==> config.mk <==
export PLATFORM = sky130hd
export DESIGN_NAME = adc_frame_mon
export DESIGN_NICKNAME = d
export VERILOG_FILES = /design/src/rtl/adc_frame_mon.sv
export SDC_FILE = /design/constraint.sdc
export NUM_CORES = 1
export LEC_CHECK = 0
export CORE_MARGIN = 2
export CORE_UTILIZATION = 28
export DETAILED_ROUTE_END_ITERATION = 10
export GPL_TIMING_DRIVEN = 1
export PLACE_DENSITY = 0.63
export SYNTH_ARGS = -nofsm -noshare
export SYNTH_HDL_FRONTEND = slang
export SYNTH_SLANG_ARGS = --single-unit
==> constraint.sdc <==
create_clock -name clk100 -period 3.49 [get_ports clk100]
set_clock_uncertainty 0.2 [all_clocks]
set_input_delay 1.047 -clock clk100 [delete_from_list [all_inputs] [get_ports clk100]]
set_output_delay 1.047 -clock clk100 [all_outputs]
set_load 0.02 [all_outputs]
==> src/rtl/adc_frame_mon.sv <==
// ADC frame-word lock monitor: qualifies deserialized sample pairs against the frame pattern.
// Optional bad-frame error counter is enabled by defining ADC_FRAME_MON_ERRCNT_EN.
module adc_frame_mon #(
    parameter int unsigned     GOOD_N    = 16,
    parameter int unsigned     BAD_N     = 4,
    parameter logic [7:0]      EXPECT_FR = 8'b11110000
) (
    input  logic               clk100,
    input  logic               rst_n,
    input  logic signed [15:0] adc0_in,
    input  logic signed [15:0] adc1_in,
    input  logic [7:0]         fr_in,
    input  logic               err_clr,
    output logic signed [15:0] adc0_out,
    output logic signed [15:0] adc1_out,
    output logic               valid,
    output logic               locked,
    output logic               lock_lost,
    output logic [15:0]        err_cnt
);

    localparam logic [7:0] GOOD_LAST = 8'(GOOD_N - 1);
    localparam logic [7:0] BAD_LAST  = 8'(BAD_N - 1);

    typedef enum logic [1:0] {
        ST_ACQ,
        ST_LOCKED,
        ST_HOLD
    } state_t;

    state_t             r_state;
    state_t             w_state_nxt;
    logic [7:0]         r_good_cnt;
    logic [7:0]         w_good_nxt;
    logic [7:0]         r_bad_cnt;
    logic [7:0]         w_bad_nxt;
    logic               w_fr_ok;
    logic               w_accept;
    logic               w_lost_evt;
    logic signed [15:0] r_adc0;
    logic signed [15:0] r_adc1;
    logic               r_valid;
    logic               r_locked;
    logic               r_lock_lost;

    assign w_fr_ok  = (fr_in == EXPECT_FR);
    assign w_accept = (r_state != ST_ACQ) && w_fr_ok;

    always_ff @(posedge clk100) begin
        if (!rst_n) begin
            r_state    <= ST_ACQ;
            r_good_cnt <= '0;
            r_bad_cnt  <= '0;
        end else begin
            r_state    <= w_state_nxt;
            r_good_cnt <= w_good_nxt;
            r_bad_cnt  <= w_bad_nxt;
        end
    end

    always_comb begin
        w_state_nxt = r_state;
        w_good_nxt  = r_good_cnt;
        w_bad_nxt   = r_bad_cnt;
        w_lost_evt  = 1'b0;
        case (r_state)
            ST_ACQ: begin
                if (!w_fr_ok) begin
                    w_good_nxt = '0;
                end else if (r_good_cnt == GOOD_LAST) begin
                    w_state_nxt = ST_LOCKED;
                    w_good_nxt  = '0;
                end else begin
                    w_good_nxt = r_good_cnt + 8'd1;
                end
            end
            ST_LOCKED: begin
                if (!w_fr_ok) begin
                    w_state_nxt = ST_HOLD;
                    w_bad_nxt   = 8'd1;
                end
            end
            ST_HOLD: begin
                if (w_fr_ok) begin
                    w_state_nxt = ST_LOCKED;
                    w_bad_nxt   = '0;
                end else if (r_bad_cnt == BAD_LAST) begin
                    w_state_nxt = ST_ACQ;
                    w_bad_nxt   = '0;
                    w_lost_evt  = 1'b1;
                end else begin
                    w_bad_nxt = r_bad_cnt + 8'd1;
                end
            end
            default: begin
                w_state_nxt = ST_ACQ;
                w_good_nxt  = '0;
                w_bad_nxt   = '0;
            end
        endcase
    end

    // Samples only advance on good frames while locked; otherwise the last good pair is held.
    always_ff @(posedge clk100) begin
        if (!rst_n) begin
            r_adc0      <= '0;
            r_adc1      <= '0;
            r_valid     <= 1'b0;
            r_locked    <= 1'b0;
            r_lock_lost <= 1'b0;
        end else begin
            r_valid  <= w_accept;
            r_locked <= (w_state_nxt != ST_ACQ);
            if (w_accept) begin
                r_adc0 <= adc0_in;
                r_adc1 <= adc1_in;
            end
            if (err_clr) begin
                r_lock_lost <= 1'b0;
            end else if (w_lost_evt) begin
                r_lock_lost <= 1'b1;
            end
        end
    end

`ifdef ADC_FRAME_MON_ERRCNT_EN
    logic [15:0] r_err_cnt;
    logic        w_err_evt;

    assign w_err_evt = (r_state != ST_ACQ) && !w_fr_ok;

    always_ff @(posedge clk100) begin
        if (!rst_n) begin
            r_err_cnt <= '0;
        end else if (err_clr) begin
            r_err_cnt <= '0;
        end else if (w_err_evt && (r_err_cnt != 16'hFFFF)) begin
            r_err_cnt <= r_err_cnt + 16'd1;
        end
    end

    assign err_cnt = r_err_cnt;
`else
    assign err_cnt = '0;
`endif

    assign adc0_out  = r_adc0;
    assign adc1_out  = r_adc1;
    assign valid     = r_valid;
    assign locked    = r_locked;
    assign lock_lost = r_lock_lost;

endmodule

==> Word level (Yosys, flattened, before mapping) <==
Cells that the tools add are included.
{ "totals": {"in_bits": 43, "wordCells": 41, "regBits": 53, "output_inout_bits": 51} }
{ "classes": {"reduce_logical": 7, "add_sub_neg": 2, "muxes": 16, "n_eq_ne": 6, "bitwise_logic": 2} }
{ "ops": {"columns": ["op", "n"], "rows": [
  ["$mux 8", 5],
  ["$pmux 8 s3", 1],
  ["$add 8x1->8 const B", 2],
  ["$pmux 8 s2", 1],
  ["$mux 2", 5],
  ["$eq 8x2->1 const B", 1],
  ["$eq 8x4->1 const B", 1],
  ["$eq 8x8->1 const B", 1],
  ["$pmux 2 s3", 1],
  ["$reduce_bool 2->1", 2],
  ["$reduce_or 2->1", 2],
  ["$mux 1", 3],
  ["$eq 2x1->1 const B", 1],
  ["$eq 2x2->1 const B", 1],
  ["$logic_not 2->1", 1],
  ["$ne 2x2->1 const B", 1],
  ["$not 1->1", 2],
  ["$reduce_and 2->1", 1],
  ["$logic_and 1x1->1", 1]
]} }

==> Longest topological paths before layout <==
Gate-level depths: netlist (run 1).
{ "logic_depth": {"depth_word": 5, "mapped_depth": 8, "mapped_depth_nobuf": 7} }

==> Worst setup path before layout (run 1) <==
Ideal clock, no wire load.
{ "synth_timing": {"path_kind": "input to register", "from": "input port fr_in[1]", "to": "register r_adc0[14], in the netlist adc0_out[14]", "cell_stages": 7, "t_arrival_ps": 2118, "slack_ps": 1055, "setup_ps": 116, "required_ps": 3174, "n_path_buf": 2, "path_cell_list": "nor4_4 nand2_4 or2_1 buf_6 buf_6 nand2_1 a21boi_1"} }
{ "synth_via": {"elab_chain_cells": 2} }
{ "synth_lines": {"columns": ["item", "line", "source"], "rows": [
  ["start: declaration", "12", "input logic [7:0] fr_in,"],
  ["$eq 8x8->1", "46", "assign w_fr_ok = (fr_in == EXPECT_FR);"],
  ["$logic_and 1x1->1", "47", "assign w_accept = (r_state != ST_ACQ) && w_fr_ok;"],
  ["end signal: assignment", "115", "r_adc0 <= adc0_in;"],
  ["end: declaration", "40", "logic signed [15:0] r_adc0;"]
]} }
Every way passes these cells.
A chain may end at the register's enable or synchronous reset.

==> Worst setup path after layout (run 1) <==
{ "layout_timing": {"from": "input port fr_in[1]", "to": "register r_adc1[3], in the netlist adc1_out[3]"} }
{ "layout_via": {"elab_chain_cells": 2} }
{ "layout_lines": {"columns": ["item", "line", "source"], "rows": [
  ["$eq 8x8->1", "46", null],
  ["$logic_and 1x1->1", "47", null],
  ["end signal: assignment", "116", "r_adc1 <= adc1_in;"],
  ["end: declaration", "41", "logic signed [15:0] r_adc1;"]
]} }
Every way passes these cells.

==> results.sh, run 1 <==
export IMPL_status="finished clean"
export IMPL_critPathArrivalTime_ps=2700
export IMPL_rsz0062_at_grt="no"
export IMPL_finalHoldViolCount=0
export IMPL_crit_path_end_kind="register"
export IMPL_worst_setup_path_type="in2reg"
export IMPL_p_per_area_nw_per_um2=334
export IMPL_relSlewSlack_pct=62.2
export IMPL_gp_congestion=0.837
export IMPL_worstPathRequired_ps=3490
export IMPL_vias=2034
export IMPL_h_tree_depth=2
export IMPL_async_reset_ff_share_pct=0
export IMPL_grt_overflow_total=0
export IMPL_ys_ff_latch=53
export IMPL_final_max_slew_viol_count=0
export IMPL_seq_area_frac_synth_pct=43.8
export IMPL_cpMaxStageDelayCell="clkdlybuf4s50_1"
export IMPL_std_cell_rows=33
export IMPL_fin_crit_ps=2700
export IMPL_path_buf_inv=2
export IMPL_cts_reportedPaths_clkPinSlew_ps=90
export IMPL_leakage_uw=0.00116
export IMPL_cts_sinks=53
export IMPL_first_pass_iters=4
export IMPL_yosysWarnings=0
export IMPL_grt_pass1_wl_mm=8.71
export IMPL_die_w_um=97.1
export IMPL_grt_usage_pct=11.0
export IMPL_drive_gt1_share_pct=4.53
export IMPL_synthAdderAreaFrac_pct=3.10
export IMPL_worst_path_dominant_cell_family="simple AND/OR/NAND/NOR gates"
export IMPL_via_per_inst=4.44
export IMPL_nNetsFinal=401
export IMPL_syn_inst=280
export IMPL_cts_resized=0
export IMPL_clk_path_buf_depth=2
export IMPL_ioPinCount=94
export IMPL_irDropWorstVdd_mv=0.156
export IMPL_cp_start_kind="primary input"
export IMPL_fillers=840
export IMPL_max_cap_violations=0
export IMPL_clockRootBuffer="clkbuf_8"
export IMPL_synth_compound_area_share_pct=15.6
export IMPL_synthSimpleGateAreaFrac_pct=24.4
export IMPL_ys_flop_type="dfxtp_1"
export IMPL_synth_top_family_by_area="simple AND/OR/NAND/NOR gates"
export IMPL_portBuffers=77
export IMPL_synth_edff_count=0
export IMPL_critPathMaxStageDelay_ps=440
export IMPL_die_y_um=97.1
export IMPL_remaining_drc_errors=0
export IMPL_hold_path_class="reg2reg"
export IMPL_antenna_left=0
export IMPL_diodes=0
export IMPL_antenna_found_initial=0
export IMPL_initialDrtViolationCount=36
export IMPL_cts_buffers=5
export IMPL_synth_cell_type_count=45
export IMPL_synth_area_sq_um=2420
export IMPL_cp_cell_sequence="clkdlybuf4s50_1 > nor4_4 > nand2_4 > or2_1 > buf_4 > nand2_1 > a21boi_0"
export IMPL_wl_mm=5.25
export IMPL_synth_xor_area_share_pct=3.25
export IMPL_hpwlAfterDp_mm=3.75
export IMPL_grt_pass1_vias=1898
export IMPL_path_max_fanout=32
export IMPL_muxShareOfSynthArea_pct=0.413
export IMPL_setup_violations_final=0
export IMPL_timing_final_crit_share_pct=77.5
export IMPL_grt_max_degree=50
export IMPL_finalSetupTns_ps=0
export IMPL_fmax_ghz=0.370
export IMPL_wl_per_cell_um=11.5
export IMPL_avgSynthCellArea_sq_um=8.66
export IMPL_area_growth_pct=36.6
export IMPL_post_cts_buffers=0
export IMPL_die_area_sq_um=9420
export IMPL_clkLatencyLatePin_ps=310
export IMPL_cts_tree="yes"
export IMPL_start_util_pct=29.2
export IMPL_worst_slew_pin_slew_ps=564
export IMPL_cts_hold_buf=0
export IMPL_whs_ps=255
export IMPL_core_area_sq_um=8300
[layout make-up]
type	count	area, sq um	share of cell area [%]
clock buffer	5	68.8	2.08
clock inverter	3	46.3	1.40
inverter	5	18.8	0.566
multi-input combinational	207	1190	36.0
sequential	53	1060	32.0
tap	105	131	3.97
timing repair buffer	80	793	23.9
[tightest hold or removal path, delay by kind of cell, from the launching register on]
| kind | cells | cell delay (ps) |
|---|---|---|
| AOI/OAI and AO/OA | 1 | 50 |
| DFF | 1 | 320 |
| and+or+nand+nor | 1 | 50 |
[placed cells by master, fill, tap and decap left out, types with 2 or more instances in the layout]
master / netlist / layout
a211oi_1: 2 / 2
a21boi_0: 3 / 3
a21boi_1: 30 / 30
a21oi_1: 2 / 2
a31oi_1: 2 / 2
a41oi_1: 2 / 2
and3_1: 4 / 4
and4_1: 3 / 3
buf_4: 16 / 3
clkbuf_8: 0 / 5
clkdlybuf4s50_1: 0 / 77
conb_1: 1 / 16
dfxtp_1: 53 / 53
ha_1: 6 / 6
inv_1: 5 / 5
nand2_1: 72 / 72
nand3_1: 7 / 7
nand3b_1: 2 / 2
nand4_1: 3 / 3
nand4b_1: 2 / 2
nor2_1: 14 / 14
nor2b_1: 2 / 2
nor4_1: 2 / 2
o211ai_1: 2 / 2
o21ai_1: 2 / 2
o22ai_1: 3 / 3
or2_1: 2 / 2
xnor2_1: 3 / 3
xor2_1: 6 / 6
[per-stage QoR]
step / utilization [%] / setup WS (ps) / total power, uW / area, sq um / std cells
final: 39.9 / 786 / 1110 / 3310 / 458
after CTS: 39.9 / 774 / 1130 / 3310 / 458
after detailed placement: 38.5 / 435 / 699 / 3200 / 450
after global placement: 38.5 / 474 / 700 / 3200 / 450
after global routing: 39.9 / 632 / 1160 / 3310 / 458
after floorplan: - / 1060 / 661 / 2480 / 295
[power breakdown]
group	internal (uW)	switching (uW)	leakage (uW)	total, uW
logic	48.2	32.7	0.000681	80.8
registers	604	0.0175	0.000427	604
clock network	215	207	0.0000543	421
[logic make-up after synthesis]
family	count (synthesis)
muxes	1
adders and majority gates	6
AOI/OAI and AO/OA	52
DFF	53
other	1
xor gates and xnor gates	9
buffers and inverters	35
and+or+nand+nor	123
[synth_stat cells, drive strengths merged (2+ instances only)]
cell,instances,area share [%]
nand2,73,12
dfxtp,53,44
a21boi,33,10
buf,24,7.6
nor2,15,2.6
nand3,7,1.4
clkbuf,6,0.93
ha,6,3.1
xor2,6,2.2
inv,5,0.77
and3,4,1.0
and4,3,1.1
nand4,3,0.77
nor4,3,1.4
o21ai,3,0.62
o22ai,3,0.77
or2,3,0.77
xnor2,3,1.1
a211oi,2,0.62
a21oi,2,0.41
a31oi,2,0.52
a41oi,2,0.72
nand3b,2,0.62
nand4b,2,0.72
nor2b,2,0.52
o211ai,2,0.62
[registers in the layout, summed over array words and instances (netlist names)]
signal      count
adc0_out       16
adc1_out       16
r_bad_cnt       8
r_good_cnt      8
r_state         2
lock_lost       1
locked          1
valid           1
[per-layer routing]
metal / vias to the layer above / GRT usage [%] / routed length, um
met5: - / 0 / 0
met1: 919 / 13.5 / 2520
met2: 60 / 18.6 / 2370
met4: 0 / 3.58 / 48
met3: 5 / 3.24 / 314
li1: 1050 / - / -
[final timing paths]
kind / startpoint / to / slack, ps / depth (start not counted)
max: fr_in[1] / adc1_out[3]$_SDFFE_PN0P_ / 790 / 7
max reg2reg: r_state[0]$_SDFF_PN0_ / r_good_cnt[7]$_SDFFE_PN0N_ / 1440 / 7
min reg2reg: adc0_out[12]$_SDFFE_PN0P_ / adc0_out[12]$_SDFFE_PN0P_ / 260 / 2
min: adc0_out[12]$_SDFFE_PN0P_ / adc0_out[12]$_SDFFE_PN0P_ / 260 / 2
No activity file was read; power rests on OpenSTA's default activity.
==> inputs of run 2 (changes only) <==
- clock period: 3.49 -> 2.6 ns (I/O delays scaled with it)
==> run 2 against run 1 <==
Net effect:
- cell count increased by 0.87%
- via count increased by 1.9%
- critical path type unchanged
- clock power increased by 27%
- first-iteration DRC count increased by 64%
==> results.sh, run 2 (synthesis results as in run 1) <==
export IMPL_status="finished clean"
export IMPL_antenna_left=0
export IMPL_hpwlAfterDp_mm=3.78
export IMPL_via_per_inst=4.49
export IMPL_p_per_area_nw_per_um2=433
export IMPL_die_w_um=97.1
export IMPL_post_cts_buffers=0
export IMPL_most_common_layout_cells="77 x clkdlybuf4s50_1, 72 x nand2_1, 53 x dfxtp_1, 30 x a21boi_1, 16 x conb_1"
export IMPL_worst_setup_path_type="in2reg"
export IMPL_cts_hold_buf=0
export IMPL_worstPathRequired_ps=2620
export IMPL_grt_pass1_vias=1963
export IMPL_critPathMaxStageDelay_ps=500
export IMPL_grt_max_degree=50
export IMPL_switching_share_pct=20.6
export IMPL_ioPinCount=94
export IMPL_drive_gt1_share_pct=5.60
export IMPL_finalHoldViolCount=0
export IMPL_portBuffers=77
export IMPL_first_pass_iters=4
export IMPL_final_util_pct=40.5
export IMPL_gp_congestion=0.762
export IMPL_cts_reportedPaths_clkPinSlew_ps=90
export IMPL_r2r_slack_ps=500
export IMPL_final_common_cell="clkdlybuf4s50_1"
export IMPL_crit_path_end_kind="register"
export IMPL_whs_ps=254
export IMPL_max_cap_violations=0
export IMPL_diodes=0
export IMPL_cts_buffers=5
export IMPL_cp_start_kind="primary input"
export IMPL_worst_slew_pin_slew_ps=553
export IMPL_hold_path_class="reg2reg"
export IMPL_fin_area_sq_um=3360
export IMPL_relSlewSlack_pct=62.9
export IMPL_die_area_sq_um=9420
export IMPL_cts_sinks=53
export IMPL_rsz0062_at_grt="no"
export IMPL_antenna_found_initial=0
export IMPL_final_max_slew_viol_count=0
export IMPL_dp_cells=455
export IMPL_combPwrFrac_pct=7.5
export IMPL_grt_overflow_total=0
export IMPL_cp_cell_sequence="clkdlybuf4s50_1 > nor4_4 > buf_4 > a31oi_1 > nand2_1 > o211ai_1"
export IMPL_setup_violations_final=0
export IMPL_grt_usage_pct=11.3
export IMPL_remaining_drc_errors=0
export IMPL_placed_cell_area_sq_um=3260
export IMPL_fin_crit_ps=2370
export IMPL_initialDrtViolationCount=59
export IMPL_leakage_uw=0.00120
export IMPL_cpMaxStageDelayCell="clkdlybuf4s50_1"
export IMPL_fillers=867
export IMPL_std_cell_rows=33
export IMPL_switching_power_uw=300
export IMPL_cts_resized=0
export IMPL_clk_path_buf_depth=2
export IMPL_die_y_um=97.1
export IMPL_p_seq_share_pct=55.7
export IMPL_timing_final_crit_share_pct=91.2
export IMPL_h_tree_depth=2
export IMPL_path_max_fanout=7
export IMPL_vias=2073
export IMPL_area_growth_pct=38.8
export IMPL_cts_tree="yes"
export IMPL_fmax_ghz=0.422
export IMPL_pre_cts_ws_ps=-119
export IMPL_wl_mm=5.25
export IMPL_stdcell_count=462
export IMPL_nNetsFinal=406
export IMPL_power_share_clock_pct=36.8
export IMPL_clkLatencyLatePin_ps=300
export IMPL_critPathArrivalTime_ps=2400
export IMPL_setup_ws_ps=228
export IMPL_p_int_uw=1160
export IMPL_wl_per_cell_um=11.4
export IMPL_core_area_sq_um=8300
export IMPL_grt_pass1_wl_mm=8.98
export IMPL_clockRootBuffer="clkbuf_8"
export IMPL_irDropWorstVdd_mv=0.183
export IMPL_start_util_pct=29.2
## run 2: through the flow
step,TNS [ps],power (uW)
global placement,-747,940
floorplan,0,887
CTS,0,1480
global route,0,1520
detailed placement,-1630,939
finish,0,1460
## run 2: layout make-up
class / instances / area [sq um] / area share (%)
inverter: 5 / 18.8 / 0.558
clock buffer: 5 / 68.8 / 2.05
multi-input combinational: 207 / 1190 / 35.5
tap: 105 / 131 / 3.90
clock inverter: 2 / 35.0 / 1.04
timing repair buffer: 85 / 856 / 25.4
sequential: 53 / 1060 / 31.5
## run 2: power by group through the flow
stage	combinational [uW]	sequential [uW]	clock (uW)
6_report	109	811	536
5_1_grt	116	811	590
4_1_cts	110	811	560
3_5_place_dp	109	830	0
3_3_place_gp	110	830	0
2_1_floorplan	57.0	830	0
## run 2: per-layer routing
layer | global-route usage (%) | up-vias | wire length, um
li1 | - | 1061 | -
met1 | 13.5 | 944 | 2440
met2 | 19.5 | 64 | 2400
met3 | 3.53 | 4 | 356
met4 | 3.58 | 0 | 48
met5 | 0 | - | 0
## run 2: final timing paths
| path | start | cells past startpoint | to |
|---|---|---|---|
| setup reg to reg | r_state[0]$_SDFF_PN0_ | 7 | r_good_cnt[7]$_SDFFE_PN0N_ |
| hold / removal | adc1_out[9]$_SDFFE_PN0P_ | 2 | adc1_out[9]$_SDFFE_PN0P_ |
| setup / recovery | fr_in[0] | 6 | r_bad_cnt[3]$_SDFFE_PN0P_ |
| hold reg to reg | adc1_out[9]$_SDFFE_PN0P_ | 2 | adc1_out[9]$_SDFFE_PN0P_ |
## run 2: critical path: cells and delay by family
kind | cells | cell delay (ps)
compound gates | 2 | 670
buf+inv | 2 | 640
simple gates | 2 | 310
==> inputs of run 3 (changes only) <==
- CORE_MARGIN: 2 -> unset
==> run 3 against run 2 <==
Net effect:
- setup slack gained 9.0 ps
- largest cell class unchanged
- critical path type unchanged
- global-route usage barely moved
- core utilization fell by 0.17 points
- via count rose by 1.3%
- total power decreased by 4.9%
==> results.sh, run 3 (synthesis results as in run 1) <==
export IMPL_status="finished clean"
export IMPL_first_pass_iters=4
export IMPL_vias=2099
export IMPL_cts_buffers=5
export IMPL_area_growth_pct=38.2
export IMPL_worstReg2RegStart="r_state[0]$_SDFF_PN0_"
export IMPL_die_y_um=95.1
export IMPL_hpwlAfterDp_mm=3.76
export IMPL_met1Wirelength_mm=2.31
export IMPL_antenna_found_initial=0
export IMPL_diodes=0
export IMPL_grt_max_degree=33
export IMPL_fin_area_sq_um=3350
export IMPL_wl_mm=5.13
export IMPL_path_max_fanout=7
export IMPL_drive_gt1_share_pct=5.60
export IMPL_cts_sinks=53
export IMPL_fillers=854
export IMPL_final_max_slew_viol_count=0
export IMPL_startpoint="fr_in[1]"
export IMPL_via_per_inst=4.54
export IMPL_fin_crit_ps=2360
export IMPL_h_tree_depth=2
export IMPL_post_cts_buffers=0
export IMPL_r2r_cells=7
export IMPL_clkLatencyLatePin_ps=300
export IMPL_critPathArrivalTime_ps=2360
export IMPL_crit_path_end_kind="register"
export IMPL_highest_layer="met4"
export IMPL_core_area_sq_um=8300
export IMPL_most_common_layout_cells="77 x clkdlybuf4s50_1, 72 x nand2_1, 53 x dfxtp_1, 30 x a21boi_1, 16 x conb_1"
export IMPL_leakage_uw=0.00118
export IMPL_cts_reportedPaths_clkPinSlew_ps=90
export IMPL_wl_met3_um=325
export IMPL_cts_hold_buf=0
export IMPL_wl_met2_mm=2.44
export IMPL_portBuffers=77
export IMPL_hold_path_class="reg2reg"
export IMPL_finalSetupTns_ps=0
export IMPL_initialDrtViolationCount=35
export IMPL_crit_end="r_bad_cnt[6]$_SDFFE_PN0P_"
export IMPL_max_cap_violations=0
export IMPL_grt_pass1_wl_mm=8.05
export IMPL_fmax_ghz=0.423
export IMPL_r2r_slack_ps=540
export IMPL_remaining_drc_errors=0
export IMPL_worst_slew_pin_slew_ps=544
export IMPL_rsz0062_at_grt="no"
export IMPL_final_util_pct=40.4
export IMPL_cts_resized=0
export IMPL_irDropWorstVdd_mv=0.174
export IMPL_grt_usage_pct=11.4
export IMPL_relSlewSlack_pct=63.5
export IMPL_worstPathRequired_ps=2590
export IMPL_clk_path_buf_depth=2
export IMPL_wl_per_cell_um=11.1
export IMPL_setup_violations_final=0
export IMPL_std_cell_rows=33
export IMPL_finalHoldViolCount=0
export IMPL_clockRootBuffer="clkbuf_8"
export IMPL_grt_overflow_total=0
export IMPL_reg2reg_to="r_good_cnt[7]$_SDFFE_PN0N_"
export IMPL_start_util_pct=29.2
export IMPL_nNetsFinal=406
export IMPL_antenna_left=0
export IMPL_cp_start_kind="primary input"
export IMPL_gp_congestion=0.780
export IMPL_timing_final_crit_share_pct=90.9
export IMPL_worst_setup_path_type="in2reg"
export IMPL_ioPinCount=94
export IMPL_seq_area_sq_um=1060
export IMPL_multi_input_area_sq_um=1190
export IMPL_p_per_area_nw_per_um2=413
export IMPL_placed_cell_area_sq_um=3260
export IMPL_die_w_um=95.1
export IMPL_cts_tree="yes"
export IMPL_final_common_cell="clkdlybuf4s50_1"
export IMPL_die_area_sq_um=9040
export IMPL_grt_pass1_vias=1810
run 3: cell count changes in the layout (fill, tap and decap cells not counted):
cell,previous run,this run
bufinv_16,1,0
clkbuf_8,5,6
clkinv_2,1,0
clkinvlp_4,0,1
run 3: power breakdown:
| part | internal (uW) | switching (uW) |
|---|---|---|
| clock network | 211 | 254 |
| registers | 811 | 0.0248 |
| logic | 66.4 | 43.2 |
run 3: worst max-delay path, cell delays in order:
cell,delay [ps]
clkdlybuf4s50_1,440
nor4_4,350
buf_4,180
a31oi_1,200
nand4_1,190
xor2_1,160
nor2_1,50
run 3: metal layers:
layer,up-vias,global-route usage [%]
li1,1063,-
met1,960,13.6
met2,71,19.8
met3,5,2.71
met4,0,3.79
met5,-,0
run 3: layout make-up:
type | instances | area share (%)
multi-input cells | 207 | 35.6
flip-flops and latches | 53 | 31.7
repair buffers | 85 | 25.5
well taps | 105 | 3.92
clock buffers | 6 | 2.46
inverters | 5 | 0.560
clock inverters | 1 | 0.224
run 3: how the worst min path moves through the flow:
stage | from | end | slack (ps) | cells after the start
global placement | adc0_out[15]$_SDFFE_PN0P_ | adc0_out[15]$_SDFFE_PN0P_ | 240 | 2
global route | adc1_out[14]$_SDFFE_PN0P_ | adc1_out[14]$_SDFFE_PN0P_ | 280 | 2
finish | adc1_out[14]$_SDFFE_PN0P_ | adc1_out[14]$_SDFFE_PN0P_ | 260 | 2
CTS | adc0_out[6]$_SDFFE_PN0P_ | adc0_out[6]$_SDFFE_PN0P_ | 260 | 2
floorplan | r_bad_cnt[1]$_SDFFE_PN0P_ | r_bad_cnt[1]$_SDFFE_PN0P_ | 260 | 2
detailed placement | adc0_out[6]$_SDFFE_PN0P_ | adc0_out[6]$_SDFFE_PN0P_ | 250 | 2
run 3: per-stage QoR:
| step | hold WS, ps | worst slack, ps | instances | total power, uW |
|---|---|---|---|---|
| floorplan | 259 | 432 | 295 | 887 |
| global placement | 240 | -30.5 | 455 | 941 |
| detailed placement | 249 | -97.8 | 455 | 941 |
| CTS | 264 | 224 | 462 | 1410 |
| global route | 275 | 61.6 | 462 | 1460 |
| finish | 259 | 237 | 462 | 1390 |
==> edit 1: new RTL, settings of run 1 <==
Compare `r_good_cnt` against `GOOD_LAST` with >= in place of ==.
--- a/src/rtl/adc_frame_mon.sv
+++ b/src/rtl/adc_frame_mon.sv
@@ -68,5 +68,5 @@
                 if (!w_fr_ok) begin
                     w_good_nxt = '0;
-                end else if (r_good_cnt == GOOD_LAST) begin
+                end else if (r_good_cnt >= GOOD_LAST) begin
                     w_state_nxt = ST_LOCKED;
                     w_good_nxt  = '0;
Check against the original RTL: same outputs for any inputs over 10 cycles, from zero or initial values and one cycle with rst_n low; that may be too few to reach the edited logic, so the function may still have changed.
==> edit 1 against run 1 <==
Routed wire length up 1.3%. Power shrank 7.2%. Final area fell by 3.4%. Critical path depth down 2. Non-clock buffer count is 3 higher. Global-route usage rose by 1.5 points. Worst setup slack worse by 0.45 ns. Critical endpoint is now r_good_cnt[2]. Synthesized area decreased by 6.6%. Die area decreased by 6.3%. Register-to-register slack got worse by 0.56 ns. Largest power group unchanged. Sequential cell count stayed put.
==> edit 1: results (changes against run 1) <==
metric,value,unit,change
status,"finished, final reports clean",,unchanged
grt_pass1_wl,8.928,mm,was 8.707 mm
grt_pass1_vias,1990,,was 1898
tap_cells,102,,was 105
whs_endpoint,adc0_out[13],,was adc0_out[12]
n_clock_buffer,6,,was 5
holdWs,0.2565,ns,was 0.2551 ns
dp_slack,-0.004877,ns,was 0.4352 ns
wl_met3,390,µm,was 314 µm
r2r_slack,0.88,ns,was 1.44 ns
worst_slack,0.3357,ns,was 0.7856 ns
crit_path_max_incr_delay,0.56,ns,was 0.44 ns
grt_start_max_net_pins,36,,was 50
r2r_start,r_bad_cnt[0],,was r_state[0]
grtUsageMet3,2.889,%,was 3.237%
cp_slowest_cell,or4_4,,was clkdlybuf4s50_1
drt-met1-wl,2.360,mm,was 2.520 mm
placed_area,0.003114,mm²,was 0.003198 mm²
comb.multi_input.count,205,,was 207
avgViaCountPerCell,4.621,,was 4.441
stdcell_count,457,,was 458
drive_above_1_share,5.915,%,was 4.533%
grt_util_met1,16.01,%,was 13.54%
p_leak,1.124,nW,was 1.162 nW
drtIter0Drc,95,,was 36
seq_cell_count,53,,unchanged
r2r_cells,6,,was 7
multi_input_area_share,33.58,%,was 36.03%
inverters_excl_clock,6,,was 5
edit 1: cell count changes after synthesis, moves of 3 or more:
cell	run 1	this run
xor2_1	6	1
a21boi_1	30	1
buf_6	4	0
nor2_1	14	17
o21ai_0	1	5
o22ai_1	3	0
xnor2_1	3	6
and4_1	3	0
nor3_1	1	5
a21oi_1	2	33
edit 1: cells by family (layout without fill, tap and decap cells):
family / count (synthesis) / count (layout) / share of synthesized area, %
mux: 1 / 1 / 0.4420
other cells: 1 / 16 / 0.1656
buf+inv: 33 / 97 / 8.287
xor+xnor: 7 / 7 / 2.707
compound gates: 52 / 52 / 13.59
simple gates: 123 / 123 / 24.64
fa+ha+maj: 6 / 6 / 3.315
flops: 53 / 53 / 46.85
edit 1: where the power goes:
part / switching (W) / total [W] / internal, W
combinational: 0.0000334 / 0.0000777 / 0.0000443
sequential: 0.0000000243 / 0.000604 / 0.000604
clock: 0.000202 / 0.000345 / 0.000143
total: 0.000235 / 0.00103 / 0.000792
==> edit 2: new RTL, flow settings as in run 1 <==
Without the edit above. Add a define of `ADC_FRAME_MON_ERRCNT_EN`.
--- a/src/rtl/adc_frame_mon.sv
+++ b/src/rtl/adc_frame_mon.sv
@@ -1,4 +1,6 @@
 // ADC frame-word lock monitor: qualifies deserialized sample pairs against the frame pattern.
 // Optional bad-frame error counter is enabled by defining ADC_FRAME_MON_ERRCNT_EN.
+`define ADC_FRAME_MON_ERRCNT_EN
+
 module adc_frame_mon #(
     parameter int unsigned     GOOD_N    = 16,
Function: same outputs for any inputs over 10 cycles, from zero or initial values and one cycle with rst_n low; that may be too few to reach the edited logic, so the function may still have changed.
==> edit 2 against run 1 <==
Sequential cell count increased by 16. Combinational power decreased by 13%. Sequential power increased by 30%. Routed wire length increased by 53%. Critical path type unchanged. Worst setup slack got worse by 0.14 ns. Final area increased by 31%. Count of clock-buffer cells in the layout increased by 6. Power increased by 38%. Non-clock buffer count increased by 21. Global-route usage increased by 3.0 points. Synthesized area increased by 26%. Largest cell class unchanged.
==> edit 2: results (changes against run 1) <==
metric,value,unit,change
cp_slowest_cell,clkdlybuf4s50_1,,unchanged
drtIter0Drc,170,,was 36
netlist_top_cells_count,"nand2_1 (75), dfxtp_1 (69), a21oi_1 (48)",,"was nand2_1 (72), dfxtp_1 (53), a21boi_1 (30)"
avgViaCountPerCell,4.993,,was 4.441
yosysSeqAreaShare,45.30,%,was 43.76%
gp_congestion,0.8412,,was 0.8368
yosys.cell_types.count,48,,was 45
placed_area,0.004140,mm²,was 0.003198 mm²
clkTransAtPathRegs,0.07,ns,was 0.09 ns
r2r_start,r_bad_cnt[0],,was r_state[0]
synth_top_cells_by_area,"dfxtp_1 (45%), nand2_1 (9.2%), a21oi_1 (7.9%)",,"was dfxtp_1 (44%), nand2_1 (11%), a21boi_1 (9.3%)"
hpwl,5.543,mm,was 3.752 mm
r2r_slack,1.20,ns,was 1.44 ns
htree_levels,3,,was 2
nets,507,,was 401
dp_slack,0.2894,ns,was 0.4352 ns
drive_above_1_share,6.087,%,was 4.533%
yosysWarnings,0,,unchanged
status,"finished, final reports clean",,unchanged
r2r_cells,5,,was 7
ir_drop,0.1811,mV,was 0.1557 mV
clock_latency,0.35,ns,was 0.31 ns
regToRegEndpoint,locked,,was r_good_cnt[7]
grt_pass1_vias,2792,,was 1898
p_leak,1.346,nW,was 1.162 nW
portBuffers,93,,was 77
grt_start_max_net_pins,49,,was 50
antenna_found_initial,0,,unchanged
crit_path_max_incr_delay,0.48,ns,was 0.44 ns
worstPathMaxFanout,7,,was 32
fin_crit,2.848,ns,was 2.704 ns
crit_start,fr_in[4],,was fr_in[1]
max_slew.worst_pin.slew,0.7741,ns,was 0.5637 ns
grt_usage,13.99,%,was 11.04%
path_delay_family,buffers and inverters,,was simple AND/OR/NAND/NOR gates
cts_inserted_buffers,9,,was 5
routed_wl,8.025,mm,was 5.249 mm
grt_pass1_wl,12.89,mm,was 8.707 mm
fill_cells,1113,,was 840
worstPathArrival,2.86,ns,was 2.70 ns
==> edit 2: changes by cell type after synthesis, sizes merged, moves of 5 or more <==
| cell | run 1 | this run |
|---|---|---|
| a21boi | 33 | 0 |
| a21oi | 2 | 48 |
| buf | 24 | 5 |
| clkbuf | 6 | 15 |
| dfxtp | 53 | 69 |
| nand3 | 7 | 14 |
| nor2 | 15 | 8 |
| nor3 | 1 | 13 |
| o21ai | 3 | 8 |
| o31ai | 0 | 13 |
| or3 | 0 | 6 |
| or4 | 0 | 13 |
==> edit 2: worst min-delay path by stage <==
stage	startpoint	to	slack, ns	cells after the start
finish	adc0_out[14]	adc0_out[14]	0.25	2
global placement	adc0_out[6]	adc0_out[6]	0.24	2
detailed placement	adc1_out[13]	adc1_out[13]	0.25	2
global route	adc1_out[14]	adc1_out[14]	0.27	2
floorplan	r_bad_cnt[7]	r_bad_cnt[7]	0.26	2
CTS	adc1_out[13]	adc1_out[13]	0.26	2
==> edit 2: layout make-up <==
cell class,instances,area (µm²),area share (%)
Inverter,9,33.78,0.7788
Tap cell,140,175.2,4.038
Sequential cell,69,1381,31.84
Clock inverter,3,46.29,1.067
Clock buffer,11,151.4,3.490
Timing Repair Buffer,101,991.0,22.84
Multi-Input combinational cell,267,1559,35.94
==> edit 2: where the power goes <==
part	internal, W	switching [W]	total [W]	leakage, nW
clock	0.000362	0.000302	0.000665	0.0975
sequential	0.000787	0.0000000208	0.000787	0.555
combinational	0.0000461	0.0000247	0.0000707	0.693
total	0.00120	0.000327	0.00152	1.35
==> edit 2: logic make-up (layout without fill, tap and decap cells) <==
logic type,count (synthesis),after routing,synth area share (%)
AOI/OAI and AO/OA,95,95,19.62
xor gates and xnor gates,6,6,1.724
adders and majority gates,7,7,2.872
buffers and inverters,29,124,3.734
DFF,69,69,45.30
muxes,2,2,0.6566
and+or+nand+nor,157,157,26.10
==> edit 2: worst register-to-register path, cell delays in order (launching register included) <==
cell      delay (ns)
dfxtp_1         0.44
ha_1            0.25
nor4b_1         0.48
nand2_1         0.21
a222oi_1        0.42
a31oi_1         0.14
==> edit 2: per-layer routing <==
metal  vias to the layer above  global-route usage (%)  part of all wire [%]
met5                         -                       0                     0
met4                         0                   6.960                   2.5
met3                        14                   5.003                   6.0
met2                        77                   23.14                    49
met1                      1380                   15.98                    43
li1                       1525                       -                     -
==> edit 2: stage by stage <==
stage	std cells	hold WS [ns]
2_1_floorplan	365	0.2613
3_3_place_gp	586	0.2407
3_5_place_dp	586	0.2457
4_1_cts	600	0.2567
5_1_grt	600	0.2690
6_report	600	0.2529
